[config.mk]
export PLATFORM = sky130hd
export DESIGN_NAME = layer4_dense_engine_flat
export DESIGN_NICKNAME = d
export VERILOG_FILES = /design/src/rtl/nn_pkg.sv /design/src/rtl/layer4_dense_engine_if.sv /design/src/rtl/fx_requant.sv /design/src/rtl/layer4_dense_engine.sv /design/src/flat_wrapper.sv
export SDC_FILE = /design/constraint.sdc
export NUM_CORES = 2
export LEC_CHECK = 0
export ABC_CLOCK_PERIOD_IN_PS = 14250
export BUFFER_PORTS_ARGS = -buffer_cell sky130_fd_sc_hd__buf_4
export CAP_MARGIN = 30
export CORE_MARGIN = 2
export CORE_UTILIZATION = 55
export CTS_BUF_LIST = sky130_fd_sc_hd__clkbuf_4 sky130_fd_sc_hd__clkbuf_8 sky130_fd_sc_hd__clkbuf_16
export CTS_CLUSTER_SIZE = 30
export DETAILED_ROUTE_END_ITERATION = 6
export PLACE_DENSITY = 0.74
export SYNTH_ARGS = -nofsm -noshare
export SYNTH_HDL_FRONTEND = slang
export SYNTH_SLANG_ARGS = --single-unit
[constraint.sdc]
create_clock -name clk -period 14.25 [get_ports clk]
set_input_delay 2.85 -clock clk [delete_from_list [all_inputs] [get_ports clk]]
set_output_delay 2.85 -clock clk [all_outputs]
set_load 0.005 [all_outputs]
[src/rtl/nn_pkg.sv]
// Shared definitions for the fixed-point layer engines.
// Contents:
//   FRAC_BITS            fractional bits of the Q16.16 format
//   L4_IN_DIM/L4_OUT_DIM layer-4 geometry (inputs per neuron, neurons)
//   L4_W_BASE            weight-ROM address of layer-4 row 0
//   ACC_W                accumulator width (64-bit products plus growth headroom)
//   FX_SAT_MAX/MIN       32-bit signed saturation limits
//   dense_state_e        dense-engine FSM state encoding
package nn_pkg;

  localparam int FRAC_BITS  = 16;
  localparam int L4_IN_DIM  = 32;
  localparam int L4_OUT_DIM = 10;
  localparam int L4_W_BASE  = 0;
  localparam int ACC_W      = 72;

  localparam logic signed [31:0] FX_SAT_MAX = 32'sh7FFF_FFFF;
  localparam logic signed [31:0] FX_SAT_MIN = 32'sh8000_0000;

  typedef enum logic [1:0] {
    ST_IDLE  = 2'd0,
    ST_MAC   = 2'd1,
    ST_WRITE = 2'd2,
    ST_DONE  = 2'd3
  } dense_state_e;

endpackage

[src/rtl/layer4_dense_engine_if.sv]
// Bus bundle between the layer-4 dense engine and its surroundings.
// Signals:
//   start/busy/done/argmax      run control and predicted class
//   weight_addr/weight_data     weight ROM port (combinational read)
//   act_addr/act_data           activation buffer port (combinational read)
//   out_we/out_addr/out_data    result buffer write port
// Modports:
//   master  the engine side
//   slave   the environment side (ROM, buffers, controller)
interface layer4_dense_engine_if;

  logic               start;
  logic               busy;
  logic               done;
  logic [3:0]         argmax;
  logic [15:0]        weight_addr;
  logic signed [31:0] weight_data;
  logic [4:0]         act_addr;
  logic signed [31:0] act_data;
  logic               out_we;
  logic [3:0]         out_addr;
  logic signed [31:0] out_data;

  modport master (
    input  start, weight_data, act_data,
    output busy, done, argmax, weight_addr, act_addr, out_we, out_addr, out_data
  );

  modport slave (
    output start, weight_data, act_data,
    input  busy, done, argmax, weight_addr, act_addr, out_we, out_addr, out_data
  );

endinterface

[src/rtl/fx_requant.sv]
// Combinational requantiser shared by the layer engines.
// Takes a wide signed accumulator, drops FRAC fractional bits with an
// arithmetic shift, saturates to the 32-bit signed range and optionally
// clamps negatives to zero.
// Ports:
//   acc_i     signed accumulator, ACC_BITS wide
//   result_o  signed 32-bit Q16.16 result
module fx_requant
  import nn_pkg::*;
#(
  parameter int ACC_BITS = ACC_W,
  parameter int FRAC     = nn_pkg::FRAC_BITS,
  parameter bit RELU_EN  = 1'b0
) (
  input  logic signed [ACC_BITS-1:0] acc_i,
  output logic signed [31:0]         result_o
);

  // Limits widened with sign extension so the comparisons stay signed.
  localparam logic signed [ACC_BITS-1:0] SAT_HI = ACC_BITS'(FX_SAT_MAX);
  localparam logic signed [ACC_BITS-1:0] SAT_LO = ACC_BITS'(FX_SAT_MIN);

  logic signed [ACC_BITS-1:0] shifted;

  assign shifted = acc_i >>> FRAC;

  always_comb begin
    result_o = shifted[31:0];
    if (shifted > SAT_HI) begin
      result_o = FX_SAT_MAX;
    end else if (shifted < SAT_LO) begin
      result_o = FX_SAT_MIN;
    end
    if (RELU_EN && result_o[31]) begin
      result_o = '0;
    end
  end

endmodule

[src/rtl/layer4_dense_engine.sv]
// Layer-4 fully-connected engine: OUT_DIM neurons x IN_DIM inputs, Q16.16.
// Streams one weight/activation pair per cycle through a 72-bit MAC, writes
// each requantised result to the result buffer and tracks the argmax class.
// Ports:
//   clk     rising-edge clock
//   resetn  synchronous active-low reset
//   bus     master side of layer4_dense_engine_if (control, ROM, buffers)
module layer4_dense_engine
  import nn_pkg::*;
#(
  parameter int IN_DIM    = L4_IN_DIM,
  parameter int OUT_DIM   = L4_OUT_DIM,
  parameter int FRAC_BITS = nn_pkg::FRAC_BITS,
  parameter int W_BASE    = L4_W_BASE,
  parameter int RELU      = 0
) (
  input  logic                  clk,
  input  logic                  resetn,
  layer4_dense_engine_if.master bus
);

  localparam logic [4:0] LAST_I = 5'(IN_DIM - 1);
  localparam logic [3:0] LAST_O = 4'(OUT_DIM - 1);

  dense_state_e            state_q, state_d;
  logic [4:0]              i_q, i_d;
  logic [3:0]              o_q, o_d;
  logic [15:0]             waddr_q, waddr_d;
  logic signed [ACC_W-1:0] acc_q, acc_d, acc_sum;
  logic signed [63:0]      w_ext, a_ext, prod;
  logic signed [31:0]      result;
  logic signed [31:0]      max_q, max_d;
  logic signed [31:0]      out_data_q, out_data_d;
  logic [3:0]              argmax_q, argmax_d;
  logic [3:0]              out_addr_q, out_addr_d;
  logic                    busy_q, busy_d;
  logic                    done_q, done_d;
  logic                    out_we_q, out_we_d;

  // Full-precision product and running sum; nothing is truncated before
  // the requantiser.
  always_comb begin
    w_ext   = 64'(bus.weight_data);
    a_ext   = 64'(bus.act_data);
    prod    = w_ext * a_ext;
    acc_sum = acc_q + ACC_W'(prod);
  end

  // The requantiser sees the sum including the current product, so the
  // result is ready on the last MAC cycle and registered into WRITE.
  fx_requant #(
    .ACC_BITS (ACC_W),
    .FRAC     (FRAC_BITS),
    .RELU_EN  (RELU != 0)
  ) u_requant (
    .acc_i    (acc_sum),
    .result_o (result)
  );

  // Next-state logic. The write strobe, address and data are registered on
  // the edge that enters WRITE, so they are visible exactly during WRITE.
  // The weight address is a running counter: row-major layout means the
  // address after the last input of row o is the first of row o+1.
  always_comb begin
    state_d    = state_q;
    i_d        = i_q;
    o_d        = o_q;
    waddr_d    = waddr_q;
    acc_d      = acc_q;
    max_d      = max_q;
    argmax_d   = argmax_q;
    busy_d     = busy_q;
    done_d     = 1'b0;
    out_we_d   = 1'b0;
    out_addr_d = out_addr_q;
    out_data_d = out_data_q;

    case (state_q)
      ST_IDLE: begin
        if (bus.start) begin
          state_d  = ST_MAC;
          i_d      = '0;
          o_d      = '0;
          waddr_d  = 16'(W_BASE);
          acc_d    = '0;
          max_d    = FX_SAT_MIN;
          argmax_d = '0;
          busy_d   = 1'b1;
        end
      end
      ST_MAC: begin
        acc_d   = acc_sum;
        waddr_d = waddr_q + 16'd1;
        if (i_q == LAST_I) begin
          i_d        = '0;
          state_d    = ST_WRITE;
          out_we_d   = 1'b1;
          out_addr_d = o_q;
          out_data_d = result;
          // Strict compare: on a tie the earlier (lower) index wins.
          if (result > max_q) begin
            max_d    = result;
            argmax_d = o_q;
          end
        end else begin
          i_d = i_q + 5'd1;
        end
      end
      ST_WRITE: begin
        acc_d = '0;
        i_d   = '0;
        if (o_q == LAST_O) begin
          state_d = ST_DONE;
          busy_d  = 1'b0;
          done_d  = 1'b1;
        end else begin
          o_d     = o_q + 4'd1;
          state_d = ST_MAC;
        end
      end
      ST_DONE: begin
        state_d = ST_IDLE;
      end
      default: begin
        state_d = ST_IDLE;
      end
    endcase
  end

  always_ff @(posedge clk) begin
    if (!resetn) begin
      state_q    <= ST_IDLE;
      i_q        <= '0;
      o_q        <= '0;
      waddr_q    <= '0;
      acc_q      <= '0;
      max_q      <= '0;
      argmax_q   <= '0;
      busy_q     <= 1'b0;
      done_q     <= 1'b0;
      out_we_q   <= 1'b0;
      out_addr_q <= '0;
      out_data_q <= '0;
    end else begin
      state_q    <= state_d;
      i_q        <= i_d;
      o_q        <= o_d;
      waddr_q    <= waddr_d;
      acc_q      <= acc_d;
      max_q      <= max_d;
      argmax_q   <= argmax_d;
      busy_q     <= busy_d;
      done_q     <= done_d;
      out_we_q   <= out_we_d;
      out_addr_q <= out_addr_d;
      out_data_q <= out_data_d;
    end
  end

  assign bus.busy        = busy_q;
  assign bus.done        = done_q;
  assign bus.argmax      = argmax_q;
  assign bus.weight_addr = waddr_q;
  assign bus.act_addr    = i_q;
  assign bus.out_we      = out_we_q;
  assign bus.out_addr    = out_addr_q;
  assign bus.out_data    = out_data_q;

endmodule

[src/flat_wrapper.sv]
// flat-port wrapper written by rule: the top's interface ports become plain ports
module layer4_dense_engine_flat import nn_pkg::*;
#(
  parameter int IN_DIM    = L4_IN_DIM,
  parameter int OUT_DIM   = L4_OUT_DIM,
  parameter int FRAC_BITS = nn_pkg::FRAC_BITS,
  parameter int W_BASE    = L4_W_BASE,
  parameter int RELU      = 0
)
  (clk, resetn, bus_start, bus_weight_data, bus_act_data, bus_busy, bus_done, bus_argmax, bus_weight_addr, bus_act_addr, bus_out_we, bus_out_addr, bus_out_data);
  layer4_dense_engine_if bus_i ();
  input  logic clk;
  input  logic resetn;
  input wire logic [$bits(bus_i.start)-1:0] bus_start;
  input wire logic [$bits(bus_i.weight_data)-1:0] bus_weight_data;
  input wire logic [$bits(bus_i.act_data)-1:0] bus_act_data;
  output wire logic [$bits(bus_i.busy)-1:0] bus_busy;
  output wire logic [$bits(bus_i.done)-1:0] bus_done;
  output wire logic [$bits(bus_i.argmax)-1:0] bus_argmax;
  output wire logic [$bits(bus_i.weight_addr)-1:0] bus_weight_addr;
  output wire logic [$bits(bus_i.act_addr)-1:0] bus_act_addr;
  output wire logic [$bits(bus_i.out_we)-1:0] bus_out_we;
  output wire logic [$bits(bus_i.out_addr)-1:0] bus_out_addr;
  output wire logic [$bits(bus_i.out_data)-1:0] bus_out_data;
  assign bus_i.start = bus_start;
  assign bus_i.weight_data = bus_weight_data;
  assign bus_i.act_data = bus_act_data;
  assign bus_busy = bus_i.busy;
  assign bus_done = bus_i.done;
  assign bus_argmax = bus_i.argmax;
  assign bus_weight_addr = bus_i.weight_addr;
  assign bus_act_addr = bus_i.act_addr;
  assign bus_out_we = bus_i.out_we;
  assign bus_out_addr = bus_i.out_addr;
  assign bus_out_data = bus_i.out_data;
  layer4_dense_engine #(.IN_DIM(IN_DIM), .OUT_DIM(OUT_DIM), .FRAC_BITS(FRAC_BITS), .W_BASE(W_BASE), .RELU(RELU)) u_core (.clk(clk), .resetn(resetn), .bus(bus_i));
endmodule
==> summary by stage <==
Yosys
The area share of xor/xnor cells in the synthesized design is 0.01743. The warning count from the yosys run is 0. The cell count after synthesis came out at 5625. After synthesis, the share of flip-flops with an asynchronous set or reset is 0. In this run, distinct cell masters in the synthesized netlist total 79. The average instance area after synthesis is 9.114 um^2. After synthesis the netlist holds a flip-flop and latch count of 174. The area fraction in and, or, nand and nor cells after synthesis is 0.1498. The adder and majority gate portion of the synthesized area is 0.5678.

The share of the Yosys chip area taken by registers is 0.06794. The fraction of the mapped netlist area in compound gates came to 0.07558. The most used flip-flop cell after synthesis is dfxtp_1.

In this run the cell area of the synthesized design comes to 51270 um^2. The dominant combinational cell family by area after synthesis is adder cells. The number of enable-type register cells in the synthesized netlist is 0.

After synthesis, the share of cell area in mux cells is 0.001440. The post-synth net total is 7248.

Placed design
The placed instances occupy a cell area of 53370 um^2. Detailed placement finished with a half-perimeter wire length of 113100 um. After detailed placement, the design holds a cell count of 6775. The port buffer count is 130. The final weighted congestion of routability-driven global placement is 0.9678.

Floorplanning
The number of placement rows is 111. The initial cell density of the core is 0.5568. Pin placement for this block handled 131 I/O pins.

The die covers 95670 um^2. Measured along the x axis, the die boundary spans 309.3 um. The die is 309.3 um tall. The area of the core region is 92080 um^2.

Timing
The worst pin sits at a relative slew slack of 0.3503. The worst-margin pin slew is 0.9745 ns. The final worst-path cycle share is 0.9639. The final worst hold slack is 0.4629 ns. The number of slew-limit violations in the final report is 0. The final clock skew is 0.01221 ns. Setup repair after global routing left no endpoint under its margin. For the final routed database, the setup TNS stands at 0 ns. The final number of hold-violating endpoints is 0. After layout, the minimum clock period comes to 13.74 ns.

The maximum clock frequency is 72.81 MHz. The setup violation total in the final timing report is 0.

Worst setup path
The worst setup path is of the in -> reg kind. The required time of the worst setup path is 14.60 ns. The most used cell along the critical path is fa_1. The category of the worst setup path launch point is an input port. Of all nets on the critical path, the largest fanout is 31. STA classifies the critical path endpoint as a flip-flop. The largest single stage delay on the critical path is 0.61 ns. The worst endpoint data arrival time is 14.09 ns. On the critical path, the stage with the largest delay is an instance of a22oi_1.

Final layout
The number of standard cells in the final layout excluding fillers is 6815. The number of nets in the layout is 7180. The area growth from synthesis to layout is 5.555%. In the final layout, the share of cells above drive strength 1 is 0.05566. The multi-input combinational cells in the finished layout cover a total of 41780 um^2. Counting the fill cells in the layout gives 7995. Registers take 3483 um^2. The final non-filler cell area is 54120 um^2.

Route
The count of nets left with antenna violations once routing finished came out at 0. The final routed wirelength across all metal layers is 134300 um. The first detailed-routing pass ran for 6 iterations. The post-route DRC violation count is 0. The DRC violation total after the first TritonRoute iteration is 2640. Summing over every cut layer, the via total after detailed routing is 37987. Using the TritonRoute via totals, the vias-per-cell ratio works out to 5.574. After detailed routing, the average wire length per cell comes to 19.71 um.

Clocking
The clock sink total is 174. TritonCTS built the clock tree. Counting the buffers created by CTS gives 17. The H-tree depth is 4.

The root cell of the clock tree is clkbuf_16. The clock slew at the register clock pins of the worst setup and hold paths is 0.07 ns. The maximum buffer depth of the clock tree is 2. At the later pin of the worst-skew pair, clock insertion delay measures 0.46 ns.

Global routing
The remaining global-route overflow is 0. The wire length of the first global-routing pass is 223400 um. In the global route stage, overall resource usage came out at 0.2972. The number of antenna violations at the first check in global routing is 2. Entering global routing, the biggest net connects 73 pins.

The via count of the first global-routing pass was 41374.

Flow run
Across the run, the number of max-cap violations was 0.

Run status
The flow ran to the end, and the final reports show no timing, DRC or antenna violations.

Hold path
The path class of the tightest hold or removal check is reg -> reg.
==> state kept, by name, indices dropped and copies added (netlist names) <==
signal                  flops
u_core.bus.done             1
u_core.bus.busy             1
u_core.acc_q               72
u_core.bus.act_addr         5
u_core.bus.out_addr         4
u_core.state_q              2
u_core.bus.out_data        32
u_core.bus.out_we           1
u_core.o_q                  4
u_core.bus.weight_addr     16
u_core.bus.argmax           4
u_core.max_q               32
==> worst max-delay path, delay by kind of cell <==
family / cells / cell delay [ns]
xor gates and xnor gates: 1 / 0.30
AOI/OAI and AO/OA: 15 / 3.28
and+or+nand+nor: 6 / 1.67
adders and majority gates: 10 / 4.53
buffers and inverters: 11 / 1.47
==> cell usage in the layout (no fill, tap or decap), types with 19 or more instances in the layout <==
cell and instances:
nor2_1 82, xor2_1 43, xnor2_1 56, ha_1 272, a21oi_1 141, o21a_1 19, dfxtp_1 174, and2_1 446
o311ai_1 30, a31oi_1 33, nor3_1 33, a21o_1 28, nand4_1 41, fa_1 1282, buf_4 212, a22oi_1 70
inv_1 1315, nand3_1 27, nand2_1 725, o21ai_0 164, nor2b_1 108
==> routing by layer <==
metal  up-vias  track usage  share of wire
li1      16596            -              -
met3       204      0.03655          0.071
met5         -            0              0
met4         0      0.06920          0.022
met1     19773       0.4292           0.43
met2      1414       0.4831           0.48
==> Yosys cell counts (19+ instances only) <==
cell	n	share of area
o21ai_0	169	0.016
xor2_1	46	0.0079
buf_2	21	0.0021
xnor2_1	56	0.0096
nor2_1	84	0.0062
fa_1	1284	0.50
a21o_1	28	0.0041
nand2_1	726	0.053
nor2b_1	109	0.013
ha_1	272	0.066
dfxtp_1	174	0.068
nand3_1	27	0.0026
and2_1	447	0.055
clkbuf_1	285	0.021
nor3_1	37	0.0036
a22oi_1	70	0.010
a31oi_1	33	0.0040
o21a_1	19	0.0028
a21oi_1	143	0.014
inv_1	1318	0.096
o311ai_1	29	0.0050
nand4_1	41	0.0050
==> stage by stage <==
| step | util | worst slack (ns) |
|---|---|---|
| after floorplan | - | 0.2059 |
| final | 0.5877 | 0.5149 |
| after global routing | 0.5877 | 0.01460 |
| after CTS | 0.5858 | 0.4588 |
| after global placement | 0.5796 | 0.2157 |
| after detailed placement | 0.5796 | 0.02225 |
==> area by class of cell <==
type,count,share of cell area
clock buffer,19,0.008254
antenna,2,0.00009248
sequential,174,0.06437
clock inverter,13,0.002289
multi-input combinational,3823,0.7721
inverter,1318,0.09149
timing repair buffer,223,0.03267
tap,1243,0.02874
==> final timing paths <==
| kind | from | end | slack, ns | cells past startpoint |
|---|---|---|---|---|
| setup / recovery | bus_act_data[0] | u_core.max_q[24]$_SDFFE_PN0P_ | 0.51 | 43 |
| hold / removal | u_core.max_q[8]$_SDFFE_PN0P_ | u_core.max_q[8]$_SDFFE_PN0P_ | 0.46 | 2 |
| setup reg to reg | u_core.acc_q[27]$_SDFFE_PN0P_ | u_core.max_q[24]$_SDFFE_PN0P_ | 3.11 | 40 |
| hold reg to reg | u_core.max_q[8]$_SDFFE_PN0P_ | u_core.max_q[8]$_SDFFE_PN0P_ | 0.46 | 2 |
==> logic make-up (layout without fill, tap and decap cells) <==
group                      count (synthesis)  count (layout)
other                                      0               2
AOI/OAI and AO/OA                        606             607
muxes                                      7               7
and+or+nand+nor                         1551            1551
adders and majority gates               1556            1556
buffers and inverters                   1629            1573
DFF                                      174             174
xor gates and xnor gates                 102             102
==> timing repair <==
action,in CTS,in global routing
resized for setup,0,28
setup buffers,0,5
setup endpoints to repair,0,36
hold buffers,0,0
Power is not shown: default switching activity piles up to over one toggle a cycle in this logic, so the estimate is an artifact.
